### config.mk
export PLATFORM = sky130hd
export DESIGN_NAME = rule_unpacker_256_16
export DESIGN_NICKNAME = d
export VERILOG_FILES = /design/src/rtl/rule_unpacker_256_16.sv
export SDC_FILE = /design/constraint.sdc
export NUM_CORES = 1
export LEC_CHECK = 0
export BUFFER_PORTS_ARGS = -buffer_cell sky130_fd_sc_hd__buf_2
export CAP_MARGIN = 20
export CORE_MARGIN = 4
export CORE_UTILIZATION = 55
export CTS_BUF_LIST = sky130_fd_sc_hd__clkbuf_16
export DETAILED_ROUTE_END_ITERATION = 10
export GPL_ROUTABILITY_DRIVEN = 0
export PLACE_DENSITY = 0.78
export SYNTH_ARGS = -nofsm -noshare
export SYNTH_HDL_FRONTEND = slang
export SYNTH_SLANG_ARGS = --single-unit
### constraint.sdc
create_clock -name clk -period 5.2 [get_ports clk]
set_input_delay 1.04 -clock clk [delete_from_list [all_inputs] [get_ports clk]]
set_output_delay 1.04 -clock clk [all_outputs]
set_load 0.02 [all_outputs]
### src/rtl/rule_unpacker_256_16.sv
// rule_unpacker_256_16: splits 256-bit rule beats into a packet-framed stream of 16-bit rule IDs, rev 1.0
// Optional RULE_UNPACKER_STATS_EN adds saturating rule/packet counters (stat_rules, stat_pkts).
`default_nettype none

module rule_unpacker_256_16 #(
   parameter int RULE_W = 16,
   parameter int DATA_W = 256
) (
   input  logic              clk,
   input  logic              rst_n,
   input  logic              in_rule_sop,
   input  logic              in_rule_eop,
   input  logic [4:0]        in_rule_empty,
   input  logic              in_rule_valid,
   input  logic [DATA_W-1:0] in_rule_data,
   output logic              in_rule_ready,
   output logic              out_rule_valid,
   output logic [RULE_W-1:0] out_rule_data,
   output logic              out_rule_sop,
   output logic              out_rule_eop,
`ifdef RULE_UNPACKER_STATS_EN
   output logic [31:0]       stat_rules,
   output logic [31:0]       stat_pkts,
`endif
   input  logic              out_rule_ready
);

   localparam int SLOTS = DATA_W / RULE_W;
   localparam int IDX_W = $clog2(SLOTS);

   typedef enum logic [1:0] {
      S_IDLE  = 2'd0,
      S_DRAIN = 2'd1,
      S_TERM  = 2'd2
   } state_t;

   state_t              state_q;
   logic [SLOTS-1:0]    pending_q;
   logic [DATA_W-1:0]   beat_q;
   logic                term_q;
   logic                first_q;
   logic                out_valid_q;
   logic [RULE_W-1:0]   out_data_q;
   logic                out_sop_q;
   logic                out_eop_q;

   logic [SLOTS-1:0]    w_in_mask;
   logic [SLOTS-1:0]    w_src_mask;
   logic [DATA_W-1:0]   w_src_data;
   logic [IDX_W-1:0]    w_idx;
   logic [SLOTS-1:0]    w_rem;
   logic [RULE_W-1:0]   w_slot;
   logic                w_out_free;
   logic                w_last_one;
   logic                w_accept;
   logic                w_unused;

   assign w_unused = ^{in_rule_sop, in_rule_empty};

   for (genvar g = 0; g < SLOTS; g++) begin : g_mask
      assign w_in_mask[g] = |in_rule_data[g*RULE_W +: RULE_W];
   end

   // In IDLE the incoming beat is drained directly so its first rule appears one cycle after accept.
   assign w_src_mask = (state_q == S_IDLE) ? w_in_mask    : pending_q;
   assign w_src_data = (state_q == S_IDLE) ? in_rule_data : beat_q;

   always_comb begin
      w_idx = '0;
      for (int i = SLOTS - 1; i >= 0; i--) begin
         if (w_src_mask[i]) w_idx = i[IDX_W-1:0];
      end
   end

   assign w_rem      = w_src_mask & ~(SLOTS'(1) << w_idx);
   assign w_slot     = w_src_data[int'(w_idx)*RULE_W +: RULE_W];
   assign w_out_free = !out_valid_q || out_rule_ready;
   assign w_last_one = (pending_q != '0) && ((pending_q & (pending_q - SLOTS'(1))) == '0);

   assign in_rule_ready = rst_n &&
                          ((state_q == S_IDLE) ||
                           ((state_q == S_DRAIN) && w_last_one && !term_q && w_out_free));
   assign w_accept = in_rule_valid && in_rule_ready;

   always_ff @(posedge clk or negedge rst_n) begin
      if (!rst_n) begin
         state_q     <= S_IDLE;
         pending_q   <= '0;
         beat_q      <= '0;
         term_q      <= 1'b0;
         first_q     <= 1'b1;
         out_valid_q <= 1'b0;
         out_data_q  <= '0;
         out_sop_q   <= 1'b0;
         out_eop_q   <= 1'b0;
      end else begin
         if (out_valid_q && out_rule_ready) out_valid_q <= 1'b0;
         case (state_q)
            S_IDLE: begin
               if (w_accept) begin
                  beat_q <= in_rule_data;
                  term_q <= in_rule_eop;
                  if (w_in_mask != '0) begin
                     if (w_out_free) begin
                        out_valid_q <= 1'b1;
                        out_data_q  <= w_slot;
                        out_sop_q   <= first_q;
                        out_eop_q   <= 1'b0;
                        first_q     <= 1'b0;
                        pending_q   <= w_rem;
                        if (w_rem != '0)      state_q <= S_DRAIN;
                        else if (in_rule_eop) state_q <= S_TERM;
                        else                  state_q <= S_IDLE;
                     end else begin
                        pending_q <= w_in_mask;
                        state_q   <= S_DRAIN;
                     end
                  end else if (in_rule_eop) begin
                     pending_q <= '0;
                     state_q   <= S_TERM;
                  end
               end
            end
            S_DRAIN: begin
               if (w_out_free) begin
                  out_valid_q <= 1'b1;
                  out_data_q  <= w_slot;
                  out_sop_q   <= first_q;
                  out_eop_q   <= 1'b0;
                  first_q     <= 1'b0;
                  pending_q   <= w_rem;
                  if (w_rem == '0) begin
                     if (term_q) begin
                        state_q <= S_TERM;
                     end else if (w_accept) begin
                        // Back-to-back beat: latch it now so its rules follow without a bubble.
                        beat_q    <= in_rule_data;
                        term_q    <= in_rule_eop;
                        pending_q <= w_in_mask;
                        if (w_in_mask != '0) state_q <= S_DRAIN;
                        else if (in_rule_eop) state_q <= S_TERM;
                        else                  state_q <= S_IDLE;
                     end else begin
                        state_q <= S_IDLE;
                     end
                  end
               end
            end
            S_TERM: begin
               if (w_out_free) begin
                  out_valid_q <= 1'b1;
                  out_data_q  <= '0;
                  out_sop_q   <= first_q;
                  out_eop_q   <= 1'b1;
                  first_q     <= 1'b1;
                  state_q     <= S_IDLE;
               end
            end
            default: state_q <= S_IDLE;
         endcase
      end
   end

   assign out_rule_valid = out_valid_q;
   assign out_rule_data  = out_data_q;
   assign out_rule_sop   = out_sop_q;
   assign out_rule_eop   = out_eop_q;

`ifdef RULE_UNPACKER_STATS_EN
   logic [31:0] stat_rules_q;
   logic [31:0] stat_pkts_q;
   logic        w_out_take;

   assign w_out_take = out_valid_q && out_rule_ready;

   always_ff @(posedge clk or negedge rst_n) begin
      if (!rst_n) begin
         stat_rules_q <= '0;
         stat_pkts_q  <= '0;
      end else if (w_out_take) begin
         if (!out_eop_q && (stat_rules_q != 32'hFFFF_FFFF)) stat_rules_q <= stat_rules_q + 32'd1;
         if (out_eop_q && (stat_pkts_q != 32'hFFFF_FFFF))   stat_pkts_q  <= stat_pkts_q + 32'd1;
      end
   end

   assign stat_rules = stat_rules_q;
   assign stat_pkts  = stat_pkts_q;
`endif

endmodule

`default_nettype wire

==> key figures <==
Placed design
  – Dpl hpwl: approximately 47,000 um
  – Placed Instances: 2,336
  – Port bufs: 280

Power and ir drop
  – Final Power: 15.0 mW
  – Peak supply drop: 0.471 mV
  – Power per cell area: ~680 nW/um^2
  – Leak: 10.3 nW

Clocking
  – Max Root-Sink Buffers: 3
  – PostCTS Resize Cnt: 0
  – Number of buffers added for setup after CTS: 0
  – CTS Sinks: 295
  – Reg clk slew, reported paths: 0.06 ns
  – Clk_lat worst skew: 0.52 ns
  – H-tree depth: 2
  – CTS tree: built
  – Hold buffers post-CTS: 0
  – Root Buffer: clkbuf_16
  – Num CTS Buffers: 34

Synth
  – Post-Synthesis Cells: 1,626
  – Register area share after synthesis: 0.398
  – Netlist Area Pre-Place: roughly 19,000 sq um
  – Syn. warnings: 0
  – Post-synthesis area per instance: 11.4 sq um
  – Synth unique cells: 78
  – Post-synth net total: between 1,500 and 2,000
  – Top_reg_cell synth: dfrtp_1
  – Post-synth ARST share: 1.00
  – Seq cells post-synth: 295
  – Post-synth EDFFs: 0

Global route
  – First-pass GRT wire length: 96,200 um
  – Total Routing Usage GR: 0.340
  – Largest net degree at the start of global routing: approximately 110
  – GRT overflow: 0
  – Antenna violations before repair: 11
  – Vias in the first global route: 16,200

Critical path
  – Worst path bufs/invs: 5
  – Most Frequent Cell on Critical Path: buf_12
  – WP data required: 5.60 ns
  – Crit path launch type: flip-flop
  – Crit end category: flip-flop
  – Crit-path cells: inv_1 -> ha_4 -> inv_2 -> buf_4 -> a41o_1 -> nand2_1 -> a221oi_1 -> o211a_1 -> a21oi_1 -> a2111o_1 -> nor4_4 -> a31oi_4 -> buf_12 -> buf_12 -> mux2_4
  – Crit path arrival time: between 5 and 6 ns
  – Crit Path Max Fanout: 34
  – Crit-path slowest cell: a221oi_1
  – Crit-path max cell delay: around 0.70 ns
  – Delay-heaviest family, CP: compound AO/OA/AOI/OAI gates
  – Critical path class: reg2reg

Die
  – Row count: 66
  – Die width: 192 um
  – Die span in y: ~190 um
  – Core Region: around 33,000 sq um
  – DIE AREA: between 30,000 and 40,000 sq um
  – Starting Density: 0.564
  – Top Ports: 287

Outcome
  – Status: complete, no violations

STA
  – RSZ-0062 raised after global routing: no
  – Peak Freq: 0.202 GHz
  – Final slew viol count: 0
  – Post-layout min period: 4.94 ns
  – Setup violations, final: 0
  – Worst slew pin tran: 1.01 ns
  – Tcrit/Tclk final: 0.950
  – Slew HR: 0.320
  – TNS Setup: 0 ns
  – Final clock skew: around 0.015 ns
  – Final hold vios: 0

Final layout
  – Share of cells above drive strength 1: 0.419
  – Commonest non-fill, non-tap cell in the layout: dfrtp_1
  – Final net count: 2,201
  – Post-Layout Cell Count: roughly 2,400
  – Area Growth Syn to Fin: 18.8%
  – Commonest non-fill, non-tap cells in the layout: dfrtp_1, buf_2, mux2_4, nand2_1, mux2_2

Min path
  – Hold Crit Class: in2async

Detailed routing
  – Antenna Nets Post-Route: 0
  – Via Count: between 15,000 and 20,000
  – TritonRoute pass-1 iters: 7
  – DRC: 0
  – Total Routed Length: 64,600 um
  – Via/cell ratio: 6.80
  – WL/cell: 26.9 um
  – DRT iter0 DRCs: between 2,000 and 2,500

Run
  – Max cap viols: 0
metrics by stage:
stage / util / worst slack, ns / instance area (sq um) / hold slack (ns)
after CTS: 0.669 / 0.472 / 22000 / 0.385
after global routing: 0.670 / 0.170 / 22000 / 0.403
after floorplan: - / 0.598 / 18500 / 0.474
after global placement: 0.636 / 0.132 / 20900 / 0.460
after detailed placement: 0.636 / 0.0837 / 20900 / 0.474
final: 0.670 / 0.261 / 22000 / 0.390
flip-flops by register name, indices dropped and copies added, names as in the netlist:
signal,count
pending_q,16
out_rule_data,16
beat_q,256
out_rule_sop,1
term_q,1
out_rule_valid,1
first_q,1
state_q,2
out_rule_eop,1
area by class of cell:
type                            instances  area [sq um]
Antenna cell                           10          25.0
Tap cell                              442           553
Sequential cell                       295          7380
Inverter                               21          78.8
Clock inverter                         22           168
Clock buffer                           37           926
Timing Repair Buffer                  383          2380
Multi-Input combinational cell       1195         10500
Fill cell                            2486         10800
worst reg2reg max path: stages (launching register included):
cell	delay, ns
dfrtp_1	0.40
inv_1	0.10
ha_4	0.18
inv_2	0.43
buf_4	0.32
a41o_1	0.21
nand2_1	0.15
a221oi_1	0.70
o211a_1	0.38
a21oi_1	0.15
a2111o_1	0.46
nor4_4	0.38
a31oi_4	0.15
buf_12	0.22
buf_12	0.22
mux2_4	0.35
cell usage after synthesis (16+ instances only):
master,instances,area (sq um)
inv_1,20,75.1
nand3_1,45,225
a31oi_1,38,238
o221ai_1,30,263
mux4_2,17,383
nand2_1,162,608
nor3_1,24,120
mux2i_1,61,611
mux2_2,98,1100
mux2_4,240,3600
buf_6,27,304
a32oi_1,16,140
nand4_1,28,175
nor2_1,43,161
dfrtp_1,294,7360
o21ai_0,36,180
nor4_1,75,469
clkbuf_1,76,285
a21oi_1,71,355
a211oi_1,32,240
metal layers:
layer / global-route usage / vias up / share of wire
met2: 0.510 / 1133 / 0.44
met3: 0.0946 / 258 / 0.12
met1: 0.452 / 8049 / 0.38
met5: 0 / - / 0.00042
li1: - / 6914 / -
met4: 0.179 / 4 / 0.065
kinds of logic after synthesis:
logic type,Yosys count,synth area share
compound gates,344,0.136
fa+ha+maj,6,0.00378
buf+inv,136,0.0388
flops,295,0.398
mux,416,0.308
simple gates,429,0.116
power by group:
group,internal [mW],switching [mW],total (mW)
Sequential,3.46,0.728,4.19
Clock,1.42,0.978,2.40
Combinational,3.91,4.54,8.45
Total,8.79,6.25,15.0
worst paths after layout:
| path | startpoint | to | slack [ns] | depth (start not counted) |
|---|---|---|---|---|
| max reg2reg | state_q[0]$_DFFE_PN0P_ | beat_q[248]$_DFFE_PN0P_ | 0.26 | 15 |
| min reg2reg | out_rule_data[1]$_DFFE_PN0P_ | out_rule_data[1]$_DFFE_PN0P_ | 0.49 | 2 |
| max | state_q[0]$_DFFE_PN0P_ | beat_q[248]$_DFFE_PN0P_ | 0.26 | 15 |
| min | rst_n | beat_q[142]$_DFFE_PN0P_ | 0.39 | 1 |
| max in group asynchronous | rst_n | beat_q[21]$_DFFE_PN0P_ | 2.72 | 3 |
| min in group clk | out_rule_data[1]$_DFFE_PN0P_ | out_rule_data[1]$_DFFE_PN0P_ | 0.49 | 2 |
Note: power is estimated with default switching activity, not from simulation.
